--- config.mk ---
export PLATFORM = sky130hd
export DESIGN_NAME = avr_pmem_arb
export DESIGN_NICKNAME = d
export VERILOG_FILES = /design/src/rtl/avr_pmem_arb.sv
export SDC_FILE = /design/constraint.sdc
export NUM_CORES = 1
export LEC_CHECK = 0
export ABC_AREA = 0
export CAP_MARGIN = 20
export CORE_MARGIN = 5
export CORE_UTILIZATION = 25
export CTS_BUF_LIST = sky130_fd_sc_hd__clkbuf_4 sky130_fd_sc_hd__clkbuf_8
export DETAILED_ROUTE_END_ITERATION = 10
export PLACE_DENSITY = 0.78
export SLEW_MARGIN = 10
export SYNTH_ARGS = -nofsm -noshare
export SYNTH_HDL_FRONTEND = slang
export SYNTH_SLANG_ARGS = --single-unit
export TNS_END_PERCENT = 20
--- constraint.sdc ---
create_clock -name CLK -period 1.44 [get_ports CLK]
set_input_delay 0.288 -clock CLK [delete_from_list [all_inputs] [get_ports CLK]]
set_output_delay 0.288 -clock CLK [all_outputs]
set_load 0.01 [all_outputs]
--- src/rtl/avr_pmem_arb.sv ---
// avr_pmem_arb: shares one synchronous-read program-memory port between fetch, LPM and optional SPM.
// Define AVR_PMEM_SPM_EN to add the SPM word-write requester (spm_* ports, pmem_we/pmem_wdata).
module avr_pmem_arb #(
   parameter int PM_AW = 9,
   parameter int FAIR  = 1
) (
   input  logic             CLK,
   input  logic             RST,
   input  logic [15:0]      fetch_addr,
   input  logic             fetch_flush,
   output logic             fetch_stall,
   output logic             fetch_valid,
   output logic [15:0]      fetch_data,
   input  logic             lpm_req,
   input  logic [15:0]      lpm_addr,
   output logic             lpm_ack,
   output logic [7:0]       lpm_data,
`ifdef AVR_PMEM_SPM_EN
   input  logic             spm_req,
   input  logic [15:0]      spm_addr,
   input  logic [15:0]      spm_wdata,
   output logic             spm_ack,
   output logic             pmem_we,
   output logic [15:0]      pmem_wdata,
`endif
   output logic [PM_AW-1:0] pmem_addr,
   output logic             pmem_re,
   input  logic [15:0]      pmem_rdata
);

   typedef enum logic [1:0] {
      OWN_IDLE,
      OWN_FETCH,
      OWN_LPM,
      OWN_SPM
   } owner_t;

   owner_t     r_owner;
   owner_t     w_owner_nxt;
   logic       r_flush_q;
   logic       r_bsel;
   logic       r_lpm_ack;
   logic [7:0] r_lpm_data;
   logic       w_lpm_mask;
   logic       w_lpm_grant;
   logic       w_unused;

`ifdef AVR_PMEM_SPM_EN
   logic       r_spm_ack;
   logic       w_spm_grant;

   assign w_spm_grant = spm_req & ~r_spm_ack;
   assign spm_ack     = r_spm_ack;
   assign w_unused    = ^{fetch_addr[15:PM_AW], lpm_addr[15:PM_AW+1], spm_addr[15:PM_AW]};
`else
   assign w_unused    = ^{fetch_addr[15:PM_AW], lpm_addr[15:PM_AW+1]};
`endif

   // The ack cycle is masked so a requester still holding lpm_req is not granted twice.
   assign w_lpm_mask = r_lpm_ack | ((FAIR != 0) && (r_owner == OWN_LPM));

   always_ff @(posedge CLK or posedge RST) begin
      if (RST) r_owner <= OWN_IDLE;
      else     r_owner <= w_owner_nxt;
   end

   always_comb begin
      w_owner_nxt = OWN_FETCH;
      w_lpm_grant = 1'b0;
      pmem_addr   = fetch_addr[PM_AW-1:0];
      pmem_re     = 1'b1;
      fetch_stall = 1'b0;
`ifdef AVR_PMEM_SPM_EN
      pmem_we     = 1'b0;
      pmem_wdata  = '0;
`endif
      if (RST) begin
         w_owner_nxt = OWN_IDLE;
         pmem_addr   = '0;
         pmem_re     = 1'b0;
      end
`ifdef AVR_PMEM_SPM_EN
      else if (w_spm_grant) begin
         w_owner_nxt = OWN_SPM;
         pmem_addr   = spm_addr[PM_AW-1:0];
         pmem_re     = 1'b0;
         pmem_we     = 1'b1;
         pmem_wdata  = spm_wdata;
         fetch_stall = 1'b1;
      end
`endif
      else if (lpm_req && !w_lpm_mask) begin
         w_owner_nxt = OWN_LPM;
         w_lpm_grant = 1'b1;
         pmem_addr   = lpm_addr[PM_AW:1];
         fetch_stall = 1'b1;
      end
   end

   always_ff @(posedge CLK or posedge RST) begin
      if (RST) begin
         r_flush_q  <= 1'b0;
         r_bsel     <= 1'b0;
         r_lpm_ack  <= 1'b0;
         r_lpm_data <= '0;
`ifdef AVR_PMEM_SPM_EN
         r_spm_ack  <= 1'b0;
`endif
      end else begin
         r_flush_q <= fetch_flush;
         r_lpm_ack <= (r_owner == OWN_LPM);
         if (w_lpm_grant)
            r_bsel <= lpm_addr[0];
         // Byte select comes from issue time; lpm_addr may already be changing.
         if (r_owner == OWN_LPM)
            r_lpm_data <= r_bsel ? pmem_rdata[15:8] : pmem_rdata[7:0];
`ifdef AVR_PMEM_SPM_EN
         r_spm_ack <= w_spm_grant;
`endif
      end
   end

   assign fetch_valid = (r_owner == OWN_FETCH) && !r_flush_q;
   assign fetch_data  = pmem_rdata;
   assign lpm_ack     = r_lpm_ack;
   assign lpm_data    = r_lpm_data;

endmodule

==> qor.yml <==
synth_compound_gate_area_share_pct: 18.09
worstPathRequired_ns: 1.15
synth-seq-cells: 13
finalNetCount: 198
core_sq_mm: 0.003003
syn_area_sq_um: 774.5
whs_ns: 0.1110
gr-total-overflow: 0
dp_hpwl_mm: 2.186
path_max_fanout: 5
syn_avg_cell_area_sq_um: 10.47
clk_pin_slew_worst_paths_ns: 0.08
grt_pass1_wl_mm: 4.388
wire_per_inst_um: 16.67
grt_use_met3_pct: 3.590
io_buffers: 75
fin_ws_ns: -0.3443
yosys_warnings: 0
maxSlewViolCount: 0
vias_per_cell: 4.736
synth_xor_area_share_pct: 0
rrSetupSlack_ns: 0.05
htree_levels: 1
syn2layout_area_growth_pct: 94.02
postLayoutCoreUtil_pct: 50.04
arrival_ns: 1.50
setup_tns_ns: -2.954
insertion_delay_ns: 0.27
cts_buffers: 3
synthAdderAreaFrac_pct: 0
max_freq_mhz: 560.5
synth_top_family_by_area: "buffers and inverters"
root_buffer: "clkbuf_4"
synth.top_cell.area_share_pct: 42.00
synthSimpleGateAreaFrac_pct: 7.108
finalClockSkew_ns: 0.004255
start_util_pct: 25.79
drtPass1Iterations: 2
cts_buffer_depth: 2
post_dp_cell_area_sq_mm: 0.001449
violations: "negative setup slack"
synth_cell_type_count: 15
antenna_left: 0
vdd_drop_max_mv: 0.3813
power_density_mw_per_mm2: 834.5
hold_class: "input pin to async pin"
die_area_sq_mm: 0.004311
drt_iter0_markers: 20
max_slew.worst_pin.slew_ns: 0.5381
cts_tree: "built"
grt_pass1_vias: 898
synth_fp_nets: 126
setup.worst_path.class: "flip-flop to primary output"
antenna_found_initial: 0
grt_use_met1_pct: 14.23
cp-startpoint: "r_owner[0]"
finalSetupViolCount: 10
io_pins: 89
rows: 20
wl_mm: 2.967
hold_viol: 0
route.detailed.drc: 0
slew_headroom_pct: 64.13
period_share_pct: 123.9
yosysMostFrequentCell: "buf_4"
reg2reg_depth: 5
via_count: 843
antenna_cells: 0
crit_path_cell_trace: "nand2b_4, buf_6, a31oi_4, a22o_1, buf_2"
drive_gt1_share_pct: 23.45
r2r_end: "r_bsel"
die_x_um: 65.66
synthCells: 74
use_met2_pct: 24.78
grt_max_degree: 18
synth_area_leaders: "dfrtp_1 (42%), buf_4 (16%), mux2i_1 (10%)"
synthMuxAreaShare_pct: 11.79
grtUsageTotal_pct: 13.19
max-cap-violations: 0
cp_slowest_cell: "dfrtp_1"
fin_area_sq_mm: 0.001503
synth_commonest_cells: "buf_4 (16), dfrtp_1 (13), a22o_1 (9)"
p_leak_nw: 0.7392
synth-edff-count: 0
rsz0062_at_grt: "true"
gp_congestion: 0.6995
startpoint_type: "flip-flop"
busiest_layer: "met2"
die-height_um: 65.66
critPathCaptureType: "primary output"
worstReg2RegStart: "lpm_ack"
yosys.area.top_type: "dfrtp_1"
async_reset_ff_share_pct: 100.0
total_power_mw: 1.254
critPathMaxStageDelay_ns: 0.38
status: "complete, but fails checks"
finalCriticalPeriod_ns: 1.784
cts_sinks: 13
synth-seq-area-share_pct: 42.00
synth_ff_type: "dfrtp_1"
timing.critical_path.to: "pmem_addr[7]"
worst min-delay path by stage:
stage,from,end
after global routing,RST,lpm_data[4]
after global placement,lpm_data[6],lpm_data[6]
after CTS,RST,lpm_data[4]
after floorplan,RST,lpm_ack
final,RST,lpm_ack
after detailed placement,lpm_data[4],lpm_data[4]
report_power, final:
group	switching (mW)	leakage (nW)	total [mW]	internal, mW
Combinational	0.214	0.560	0.515	0.301
Clock	0.117	0.0184	0.242	0.126
Sequential	0.0597	0.161	0.497	0.437
Total	0.390	0.739	1.25	0.864
cell type report:
| class | count | area (sq um) |
|---|---|---|
| fill | 304 | 1500 |
| timing repair buffer | 85 | 760.7 |
| multi-input combinational | 40 | 330.3 |
| sequential | 13 | 325.3 |
| tap | 33 | 41.29 |
| clock buffer | 4 | 30.03 |
| inverter | 3 | 15.01 |
routing by layer:
layer / wire length, um / share of wire [%] / up-vias
met3: 169 / 5.7 / 6
met5: 0 / 0 / -
met1: 1102 / 37 / 406
met2: 1628 / 55 / 38
met4: 66 / 2.2 / 0
li1: - / - / 393
cells by family after synthesis:
| kind of cell | after synthesis |
|---|---|
| AOI/OAI and AO/OA | 18 |
| buffers and inverters | 23 |
| DFF | 13 |
| muxes | 9 |
| and+or+nand+nor | 11 |
cells in the final DEF, fill, tap and decap left out, types with 2 or more instances in the layout:
cell / count
and4_4: 2
clkdlybuf4s50_1: 36
a22o_1: 9
buf_4: 4
mux2i_1: 8
buf_6: 7
clkbuf_4: 4
buf_2: 11
dfrtp_1: 13
nand2_1: 8
dlygate4sd2_1: 27
a31oi_4: 2
o21ai_0: 8
critical path, delay by kind of cell (launching register included):
kind                   cells  cell delay, ns
AOI/OAI and AO/OA          2            0.40
buffers and inverters      2            0.26
DFF                        1            0.38
and+or+nand+nor            1            0.17
per-stage QoR:
step	setup slack (ns)	instances
2_1_floorplan	-0.007683	74
3_3_place_gp	-0.7071	165
3_5_place_dp	-0.7364	165
4_1_cts	-0.3668	177
5_1_grt	-0.4328	178
6_report	-0.3443	178
state kept, by name, summed over array words and instances, names as in the netlist:
register	flops
r_bsel	1
lpm_data	8
lpm_ack	1
r_flush_q	1
r_owner	2
what timing repair did:
item                                    in CTS  in global routing
pin swaps                                    8                  8
hold buffers                                 0                  0
gates cloned                                 2                  0
setup buffers                                6                  1
gates resized for setup                     83                  4
endpoints found under the setup margin      38                 11
(Power assumes the default switching activity.)
